[src/rtl/id_issue_queue_pkg.sv]
// Shared types and constants for the decoded-instruction issue queue.
package id_issue_queue_pkg;

  localparam int unsigned FU_COUNT = 3;
  localparam int unsigned FU_MUL   = 0;
  localparam int unsigned FU_DIV   = 1;
  localparam int unsigned FU_FPU   = 2;

  typedef struct packed {
    logic [31:0] pc;
    logic [31:0] ir;
    logic [31:0] im;
    logic [63:0] op_a;
    logic [63:0] op_b;
    logic [31:0] ctrl;
  } id_bundle_t;

  localparam int unsigned ID_BUNDLE_W = $bits(id_bundle_t);

endpackage

[src/rtl/iq_fu_tracker.sv]
// Per-functional-unit pending bits for the queue head; each bit clears on its own handshake.
module iq_fu_tracker
  import id_issue_queue_pkg::*;
#(
  parameter int unsigned NUM_FU = FU_COUNT
) (
  input  logic              clk,
  input  logic              reset,
  input  logic              flush_in,
  input  logic              head_valid,
  input  logic              load_en,
  input  logic [NUM_FU-1:0] load_sel,
  input  logic              clear_all,
  input  logic [NUM_FU-1:0] ready_in_fu,
  output logic [NUM_FU-1:0] valid_out_fu
);

  logic [NUM_FU-1:0] fu_pend_q, fu_pend_d;

  assign valid_out_fu = head_valid ? fu_pend_q : '0;

  // A head change overrides any handshake clear in the same cycle.
  always_comb begin
    fu_pend_d = fu_pend_q & ~(valid_out_fu & ready_in_fu);
    if (clear_all) fu_pend_d = '0;
    if (load_en)   fu_pend_d = load_sel;
    if (flush_in)  fu_pend_d = '0;
  end

  always_ff @(posedge clk or negedge reset) begin
    if (!reset) fu_pend_q <= '0;
    else        fu_pend_q <= fu_pend_d;
  end

endmodule

[src/rtl/id_issue_queue.sv]
// DEPTH-entry decoded-instruction queue between decoder and EX.
// Define IQ_FULL_PUSH_EN to let a full queue accept a push in the same cycle as a pop.
module id_issue_queue
  import id_issue_queue_pkg::*;
#(
  parameter int unsigned PAYLOAD_W = ID_BUNDLE_W,
  parameter int unsigned DEPTH     = 4,
  parameter int unsigned NUM_FU    = FU_COUNT
) (
  input  logic                         clk,
  input  logic                         reset,
  input  logic                         valid_in,
  output logic                         ready_out,
  input  logic                         flush_in,
  output logic                         flush_out,
  input  logic [PAYLOAD_W-1:0]         payload_in,
  input  logic [NUM_FU-1:0]            fu_sel_in,
  input  logic                         serialize_in,
  output logic                         valid_out,
  input  logic                         ready_in,
  output logic [PAYLOAD_W-1:0]         payload_out,
  output logic                         serialize_out,
  output logic [NUM_FU-1:0]            valid_out_fu,
  input  logic [NUM_FU-1:0]            ready_in_fu,
  output logic [$clog2(DEPTH+1)-1:0]   count_out
);

  localparam int unsigned PTR_W = (DEPTH > 1) ? $clog2(DEPTH) : 1;
  localparam int unsigned CNT_W = $clog2(DEPTH + 1);

  logic [PAYLOAD_W-1:0] mem_q     [DEPTH];
  logic [PAYLOAD_W-1:0] mem_d     [DEPTH];
  logic                 ser_mem_q [DEPTH];
  logic                 ser_mem_d [DEPTH];
  logic [NUM_FU-1:0]    fu_mem_q  [DEPTH];
  logic [NUM_FU-1:0]    fu_mem_d  [DEPTH];

  logic [PTR_W-1:0] wptr_q, wptr_d, rptr_q, rptr_d;
  logic [CNT_W-1:0] count_q, count_d, ser_cnt_q, ser_cnt_d;

  logic              empty, push, pop;
  logic              fu_load, fu_clear_all;
  logic [NUM_FU-1:0] fu_load_sel;

  function automatic logic [PTR_W-1:0] ptr_inc(input logic [PTR_W-1:0] p);
    return (p == PTR_W'(DEPTH - 1)) ? '0 : p + PTR_W'(1);
  endfunction

  assign empty         = (count_q == '0);
  assign valid_out     = !empty;
  assign payload_out   = empty ? '0 : mem_q[rptr_q];
  assign serialize_out = !empty && ser_mem_q[rptr_q];
  assign count_out     = count_q;
  assign flush_out     = flush_in;

  assign pop = valid_out && ready_in && !flush_in;

`ifdef IQ_FULL_PUSH_EN
  assign ready_out = !flush_in && (ser_cnt_q == '0) && ((count_q < CNT_W'(DEPTH)) || pop);
`else
  assign ready_out = !flush_in && (ser_cnt_q == '0) && (count_q < CNT_W'(DEPTH));
`endif

  assign push = valid_in && ready_out;

  // Head changes on push-into-empty, on pop exposing the next entry, or on pop+push when one entry is held.
  always_comb begin
    fu_load      = (push && empty) || (pop && (count_q > CNT_W'(1))) ||
                   (pop && push && (count_q == CNT_W'(1)));
    fu_load_sel  = (pop && (count_q > CNT_W'(1))) ? fu_mem_q[ptr_inc(rptr_q)] : fu_sel_in;
    fu_clear_all = pop && !push && (count_q == CNT_W'(1));
  end

  always_comb begin
    mem_d     = mem_q;
    ser_mem_d = ser_mem_q;
    fu_mem_d  = fu_mem_q;
    if (push) begin
      mem_d[wptr_q]     = payload_in;
      ser_mem_d[wptr_q] = serialize_in;
      fu_mem_d[wptr_q]  = fu_sel_in;
    end
  end

  always_comb begin
    wptr_d    = wptr_q;
    rptr_d    = rptr_q;
    count_d   = count_q;
    ser_cnt_d = ser_cnt_q;
    if (flush_in) begin
      wptr_d    = '0;
      rptr_d    = '0;
      count_d   = '0;
      ser_cnt_d = '0;
    end else begin
      if (push) wptr_d = ptr_inc(wptr_q);
      if (pop)  rptr_d = ptr_inc(rptr_q);
      case ({push, pop})
        2'b10:   count_d = count_q + CNT_W'(1);
        2'b01:   count_d = count_q - CNT_W'(1);
        default: count_d = count_q;
      endcase
      ser_cnt_d = ser_cnt_q + CNT_W'(push && serialize_in) - CNT_W'(pop && serialize_out);
    end
  end

  // Entry storage carries no reset; empty-queue outputs are masked instead.
  always_ff @(posedge clk) begin
    mem_q     <= mem_d;
    ser_mem_q <= ser_mem_d;
    fu_mem_q  <= fu_mem_d;
  end

  always_ff @(posedge clk or negedge reset) begin
    if (!reset) begin
      wptr_q    <= '0;
      rptr_q    <= '0;
      count_q   <= '0;
      ser_cnt_q <= '0;
    end else begin
      wptr_q    <= wptr_d;
      rptr_q    <= rptr_d;
      count_q   <= count_d;
      ser_cnt_q <= ser_cnt_d;
    end
  end

  iq_fu_tracker #(.NUM_FU(NUM_FU)) u_fu_tracker (
    .clk          (clk),
    .reset        (reset),
    .flush_in     (flush_in),
    .head_valid   (valid_out),
    .load_en      (fu_load),
    .load_sel     (fu_load_sel),
    .clear_all    (fu_clear_all),
    .ready_in_fu  (ready_in_fu),
    .valid_out_fu (valid_out_fu)
  );

endmodule

[config.mk]
export PLATFORM = sky130hd
export DESIGN_NAME = id_issue_queue
export DESIGN_NICKNAME = d
export VERILOG_FILES = /design/src/rtl/id_issue_queue_pkg.sv /design/src/rtl/iq_fu_tracker.sv /design/src/rtl/id_issue_queue.sv
export SDC_FILE = /design/constraint.sdc
export NUM_CORES = 1
export LEC_CHECK = 0
export BUFFER_PORTS_ARGS = -buffer_cell sky130_fd_sc_hd__buf_2
export CAP_MARGIN = 20
export CORE_MARGIN = 5
export CORE_UTILIZATION = 52
export DETAILED_ROUTE_END_ITERATION = 8
export HOLD_SLACK_MARGIN = 0.1
export PLACE_DENSITY = 0.76
export SETUP_SLACK_MARGIN = 0.2
export SLEW_MARGIN = 10
export SYNTH_ARGS = -nofsm -noshare
export SYNTH_HDL_FRONTEND = slang
export SYNTH_SLANG_ARGS = --single-unit
[constraint.sdc]
create_clock -name clk -period 7.6 [get_ports clk]
set_input_delay 1.52 -clock clk [delete_from_list [all_inputs] [get_ports clk]]
set_output_delay 1.52 -clock clk [all_outputs]
set_load 0.1 [all_outputs]
# Word level (Yosys, flattened, before mapping)
# Cells that the tools add are included.
[word_totals]
ff_bits = 1053
input_bits = 268
out_inout_bits = 266
wordCells = 98
[classes]
add_sub_neg = 6
magnitude_cmp = 6
n_eq_ne = 5
mux = 33
bitwise_logic = 6
n_reduce_logical = 25
[op_table]
columns = ["op", "n"]
rows = [
  ["1024-bit bitwise mux", 1],
  ["256-bit two-way mux", 4],
  ["256-bit binary-select mux with 2-bit select", 1],
  ["256-bit demux with 2-bit select", 1],
  ["3-bit two-way mux", 10],
  ["1-bit logical AND", 15],
  ["12-bit bitwise mux", 1],
  ["2-bit two-way mux", 6],
  ["3-bit >= comparator, second input constant", 3],
  ["2-bit inverter with 3-bit output", 3],
  ["3-bit bitwise AND", 2],
  ["3-bit binary-select mux with 2-bit select", 1],
  ["3-bit demux with 2-bit select", 1],
  ["2-bit equality test, second input constant", 3],
  ["3-bit logical NOT", 2],
  ["3-bit one-hot mux with 2 select lines", 1],
  ["2-bit by 1-bit adder with 2-bit output, second input constant", 2],
  ["4-bit bitwise mux", 1],
  ["2-bit nonzero test", 2],
  ["3-bit by 1-bit adder with 3-bit output", 1],
  ["3-bit by 1-bit adder with 3-bit output, second input constant", 1],
  ["3-bit by 1-bit equality test with 1-bit output, second input constant", 1],
  ["3-bit by 1-bit greater-than comparator with 1-bit output, second input constant", 1],
  ["1-bit logical NOT", 3],
  ["11 further kinds", 14],
]

# Longest topological paths before layout
# Gate-level depths: netlist (run 1).
[depth]
ltp_word = 10
ltp_mapped = 12
mapped_depth_nobuf = 12

# Modules after synthesis
# From an unflattened synthesis (run 1), not the netlist that was laid out.
[unflattened]
cells_unflattened = 1751
area_unflattened_um2 = 40037.1
[by_module_without_submodules]
columns = ["module", "instances", "cells_per_inst", "area_per_inst_um2", "seq_area_each_um2"]
rows = [
  ["id_issue_queue", 1, 1737, 39885.8, 31480.2],
  ["iq_fu_tracker", 1, 14, 151.4, 75.1],
]

# Least setup slack after synthesis (run 1)
# OpenSTA, ideal clock, no wires.
[synth_timing]
kind = "input-to-reg"
startpoint = "input flush_in"
endpoint = "register fu_mem_q[0] (netlist bit) (enable)"
setup_time_ns = 0.654
arrival_ns = 7.973
t_required_ns = 6.946
slack_ns = -1.027
path_stages = 5
n_path_buf = 2
cell_sequence = "buf_2 nor2_1 and4_1 buf_2 and2_1"
[synth_via]
elab_chain_cells = 4
[synth_rtl]
columns = ["element", "line_no", "rtl"]
rows = [
  ["start, declared", "id_issue_queue.sv:14", "input logic flush_in,"],
  ["1-bit logical NOT", "id_issue_queue.sv:61", "assign ready_out = !flush_in && (ser_cnt_q == '0) && (count_q < CNT_W'(DEPTH));"],
  ["1-bit logical AND (2 in series)", "id_issue_queue.sv:61", ""],
  ["1-bit logical AND", "id_issue_queue.sv:64", "assign push = valid_in && ready_out;"],
  ["end signal, assigned", "id_issue_queue.sv:111", "fu_mem_q <= fu_mem_d;"],
  ["end, declared", "id_issue_queue.sv:35", "logic [NUM_FU-1:0] fu_mem_q [DEPTH];"],
]
# No other way between the ends.
# A chain may end at the register's enable or synchronous reset.

# Final worst setup path (run 1)
[layout_timing]
startpoint = "register count_q[0], in the netlist count_out[0]"
endpoint = "output payload_out[233]"
[layout_via]
elab_chain_cells = 2
[layout_rtl]
columns = ["element", "line_no", "rtl"]
rows = [
  ["start, declared", "id_issue_queue.sv:39", "logic [CNT_W-1:0] count_q, count_d, ser_cnt_q, ser_cnt_d;"],
  ["start signal, assigned", "id_issue_queue.sv:123", "count_q <= count_d;"],
  ["3-bit logical NOT", "id_issue_queue.sv:49", "assign empty = (count_q == '0);"],
  ["256-bit two-way mux", "id_issue_queue.sv:51", "assign payload_out = empty ? '0 : mem_q[rptr_q];"],
  ["end, declared", "id_issue_queue.sv:21", "output logic [PAYLOAD_W-1:0] payload_out,"],
]
# No other way between the ends.

==> metrics, run 1 <==
die height 288 µm; number of flops mapped to enable cells by yosys 1040; top cells by area, synth edfxtp_1, mux4_2, and2_1; Row Count 102; Synth top area share 0.776; Clock Sinks 1053; post-DR vias/cell 5.55; PostCTS Resize Cnt 0; most frequent cells after synthesis edfxtp_1, and2_1, mux4_2; pin count of the biggest net entering global routing 153; first drt pass iteration count 5; Post-Synthesis Cells 1757; placed insts 3258; Tightest Pin Transition 1180 ps; Die ar. 0.0830 mm²; Core ar. 0.0771 mm²; Initial DRC Count 1302; deepest clock path buffer count 3; Final Util 0.616; worst hold slack 580 ps; DR DRC count 0; share of cells above drive strength 1 0.401; critical path capture point type output port; root buffer cell clkbuf_16; slew margin rel. 0.214; first-pass GRT wire length 125000 µm; post-CTS setup buffers 0; setup tns final 0 ps; antenna violations before repair 37; I/O Buffers 533; Synth Warn # 0; max-cap violation count 0; GRT Total Usage 0.198; slowest CP cell buf_4; Vias 19300; cts hold-fix bufs 0; outcome finished clean; critical path peak fanout 73; Tcrit/Tclk final 0.699; post-synthesis register bit count 1053; Synth cell types 41; final hold viol count 0; area leader, netlist edfxtp_1; Net Count, Synth 2036; Mapped Area 0.0402 mm²; Setup Viol. Count Final 0; Fillers 5304; crit path time final 5310 ps; CTS buffer count 106; clk_skew 29.6 ps; initial core utilization 0.522; fraction of registers with async set/reset 0.0123; Clk Latency, worst-skew pair 640 ps; Mean Syn Cell Area 22.9 µm²; crit-path max cell delay 520 ps; Area Growth Syn to Fin 17.9%; count of pins over their slew limit 0; max frequency 188 MHz; top-count cell post-synth edfxtp_1; Setup crit start kind flip-flop; Critical path buffers and inverters 5; worst hold path class reg2reg; WP data required 6080 ps; DP HPWL 49900 µm; H-tree levels 3; final RePlAce weighted congestion 0.791; crit-path leading delay family buffers and inverters; drt total wl 83600 µm; crit-path cells inv_1 -> ha_1 -> and2b_1 -> inv_6 -> buf_4 -> buf_16 -> and2_1 -> buf_2; DR WL/cell 24.0 µm; most common flop cell mapped by yosys edfxtp_1; CTS clock-pin slew for the worst setup and hold paths 60 ps; number of I/O pins 534; unrepaired setup endpoints after global routing false; number of global-route vias before repair 20400; CTS tree yes; post-synthesis sequential area ratio 0.784; antenna-violating nets left 0; Setup CP Type reg2out; Post-Layout Cell Count 3478; GR Overflow Total 0; WP data arrival 3790 ps; final net count 2605; width of the die 288 µm
## cell families after synthesis
family,synth area share
flops,0.784
simple gates,0.0472
mux,0.146
buf+inv,0.0146
compound gates,0.00320
fa+ha+maj,0.00361
xor+xnor,0.00143
## worst paths after layout
path	from	endpoint	slack, ps	cells past startpoint
max	count_out[0]	payload_out[233]	2290	8
min	wptr_q[1]	wptr_q[1]	580	2
max reg2reg	rptr_q[0]	ser_cnt_q[2]	4440	9
min reg2reg	wptr_q[1]	wptr_q[1]	580	2
max in group asynchronous	reset	rptr_q[1]	6550	1
min in group asynchronous	reset	u_fu_tracker.fu_pend_q[2]	760	1
## metrics by stage
step,instance area [µm²],worst slack [ps]
floorplan,40200,1890
CTS,47400,2170
detailed placement,44000,2930
finish,47400,2290
global placement,44000,2700
global route,47400,2050
## layer usage
metal	GRT usage	share of wire	vias to the layer above
met1	0.257	0.38	10100
met5	0	0.0025	-
met2	0.331	0.52	610
met3	0.0538	0.077	163
met4	0.0622	0.025	32
li1	-	-	8382
## sequential cells by signal, summed over array words and instances, names as in the netlist
name and cells:
ser_cnt_q 3, ser_mem_q 4, mem_q 1024, fu_mem_q 12, count_out 3, rptr_q 2, wptr_q 2, u_fu_tracker.fu_pend_q 3
## worst reg2reg max path, stage by stage, from the launching register on
cell     delay, ps
dfrtp_4       1070
mux4_2         640
and2_1         180
ha_1           260
inv_1           50
ha_1           130
inv_1           60
fa_1           410
xnor2_1        180
nor2_1          60
## placed cells by master (no fill, tap or decap), types with 3 or more instances in the layout
cell type and n:
a21oi_1 4, a311oi_1 5, and2_1 262, and2_4 4, buf_12 12, buf_2 533, buf_4 6, bufinv_16 9
clkbuf_1 25, clkbuf_16 106, clkinv_1 25, clkinv_16 4, clkinv_2 18, clkinv_4 3, dfrtp_1 11, diode_2 24
edfxtp_1 1040, ha_1 10, inv_1 9, inv_6 4, mux4_2 260, nand2_1 11, nand3_1 3, nor2_1 12
nor3_1 3, nor4_1 3, xor2_1 3
## layout make-up
class                           count  area, µm²  area share
Inverter                           10       42.5    0.000897
Multi-Input combinational cell    603       8100       0.171
Clock buffer                      131       2750      0.0579
Timing Repair Buffer              552       2980      0.0628
Clock inverter                     65        658      0.0139
Antenna cell                       24       60.1     0.00127
Tap cell                         1040       1300      0.0274
Sequential cell                  1053      31600       0.665
Power of run 1 is left out: the tool's default activity adds up to more than one toggle a clock period on the data nets, which glitch-free logic cannot reach.
==> run 2: changes to the inputs <==
- ABC_AREA: unset -> 1
- clock period: 7.6 -> 4.8 ns (I/O delays scaled with it)
==> run 2 against run 1 <==
  * Sequential share of layout area fell by 1.1 points
  * Clock skew rose by 19 ps
  * Non-clock buffer count rose by 37
  * Register-to-register slack got worse by 3000 ps
  * Critical path depth fell by 2
  * Final cell count rose by 40%
==> metrics, run 2 <==
count of pins over their slew limit 0; crit path time final 4460 ps; drt total wl 95300 µm; post-synthesis mux area share 0; most frequent cells after synthesis nor2_1, edfxtp_1, o21ai_0; unrepaired setup endpoints after global routing false; antenna violations before repair 31; critical path peak fanout 88; clk_skew 48.5 ps; register with the most flip-flops mem_q; WP data required 3840 ps; root buffer cell clkbuf_16; antenna-violating nets left 0; number of flops mapped to enable cells by yosys 1040; pin count of the biggest net entering global routing 159; max reg flops 1024; initial core utilization 0.524; post-synthesis register bit count 1053; Synth Warn # 0; worst hold path class in2async; most common cell after layout, fill and taps aside nor2_1; Setup crit start kind flip-flop; DR DRC count 0; deepest clock path buffer count 3; most common flop cell mapped by yosys edfxtp_1; Clk Latency, worst-skew pair 670 ps; post-CTS setup buffers 0; Post-Synthesis Cells 3214; slew margin rel. 0.297; DR WL/cell 19.6 µm; Die ar. 0.0853 mm²; Row Count 103; Clock Sinks 1053; Mapped Area 0.0414 mm²; GR Overflow Total 0; Post-Synth Adder-Cell Area 0.00351; r2r startpoint rptr_q[0]; post-DR vias/cell 5.40; area leader, netlist edfxtp_1; first drt pass iteration count 8; final hold viol count 0; I/O Buffers 533; die height 292 µm; fraction of registers with async set/reset 0.0123; first-pass GRT wire length 145000 µm; top-count cell post-synth nor2_1; Core ar. 0.0790 mm²; number of global-route vias before repair 25400; largest family of logic cells by synthesized area simple AND/OR/NAND/NOR gates; Setup Viol. Count Final 0; final RePlAce weighted congestion 0.804; Net Count, Synth 3493; Post-Synth XOR/XNOR Area 0.000635; DP HPWL 56300 µm; simple-gate area share of the yosys netlist 0.104; top cells by area, synth edfxtp_1, nor2_1, o21ai_0; CTS buffer count 102; width of the die 292 µm; CTS tree yes; critical path capture point type output port; Post-Layout Cell Count 4868; outcome finished clean; max frequency 224 MHz; post-synthesis sequential area ratio 0.762; Vias 26300; Synth cell types 31; placed insts 4649; Area Growth Syn to Fin 16.5%; Initial DRC Count 2112; Setup CP Type reg2out; CTS clock-pin slew for the worst setup and hold paths 60 ps; Mean Syn Cell Area 12.9 µm²; Synth top area share 0.754; Critical Path Start rptr_q[0]; Tightest Pin Transition 1050 ps; WP data arrival 3500 ps; commonest non-fill, non-tap cells in the layout nor2_1, edfxtp_1, buf_2; Tcrit/Tclk final 0.928; GRT Total Usage 0.215; final net count 3983; Synth Area in Compound Gates 0.0955; number of I/O pins 534; H-tree levels 3; max-cap violation count 0; share of cells above drive strength 1 0.199; largest registers mem_q: 1024 flops, fu_mem_q: 12 flops, ser_mem_q: 4 flops
run 2: changes by cell type after synthesis, sizes merged, moves of 7 or more:
cell | before | now
a21oi | 4 | 262
and2 | 266 | 0
buf | 57 | 152
clkbuf | 34 | 51
inv | 10 | 38
mux4 | 260 | 0
nand2 | 11 | 52
nand3 | 4 | 11
nor2 | 13 | 1052
o21ai | 2 | 524
run 2: routing by layer:
metal  track usage  share of wire
met2         0.359           0.49
met1         0.277           0.38
met4        0.0658          0.031
met3        0.0624          0.095
met5             0         0.0011
run 2: cells by family after synthesis:
family          count (synthesis)
buf+inv                       241
flops                        1053
xor+xnor                        3
fa+ha+maj                      11
compound gates                788
simple gates                 1118
run 2: what timing repair did:
item	4_1_cts	5_1_grt
hold buffers	0	0
endpoints found under the hold margin	0	0
endpoints found under the setup margin	0	10
gates resized for setup	0	1
run 2: layout make-up:
cell class | instances | area, µm²
clock buffers | 123 | 2660
repair buffers | 589 | 3410
clock inverters | 67 | 602
fillers | 5779 | 30800
flip-flops and latches | 1053 | 31600
diodes | 28 | 70.1
multi-input cells | 1920 | 8450
inverters | 38 | 165
well taps | 1050 | 1310
run 2: worst paths after layout:
| check | endpoint | slack, ps | cells past startpoint |
|---|---|---|---|
| setup reg to reg | ser_cnt_q[2] | 1490 | 12 |
| hold / removal | ser_cnt_q[0] | 220 | 1 |
| setup / recovery | payload_out[218] | 340 | 6 |
| hold reg to reg | ser_cnt_q[0] | 630 | 3 |
| max in group asynchronous | rptr_q[1] | 4300 | 1 |
| min in group clk | mem_q[327] | 490 | 1 |
run 2: worst max-delay path, stage by stage, from the launching register on:
cell and delay (ps):
dfrtp_4 660, clkinv_8 350, buf_4 320, buf_4 430
o21ai_0 190, a21oi_1 310, buf_2 490
run 2: stage by stage:
stage	hold WS [ps]	setup slack [ps]	util	instance area (µm²)	TNS (ps)
after floorplan	568	-837	-	41400	-843220
after CTS	172	245	0.609	48100	0
after global routing	193	217	0.610	48200	0
after detailed placement	609	959	0.568	44900	0
after global placement	594	1060	0.568	44900	0
final	222	344	0.611	48200	0
Power of run 2 is left out for the same reason.
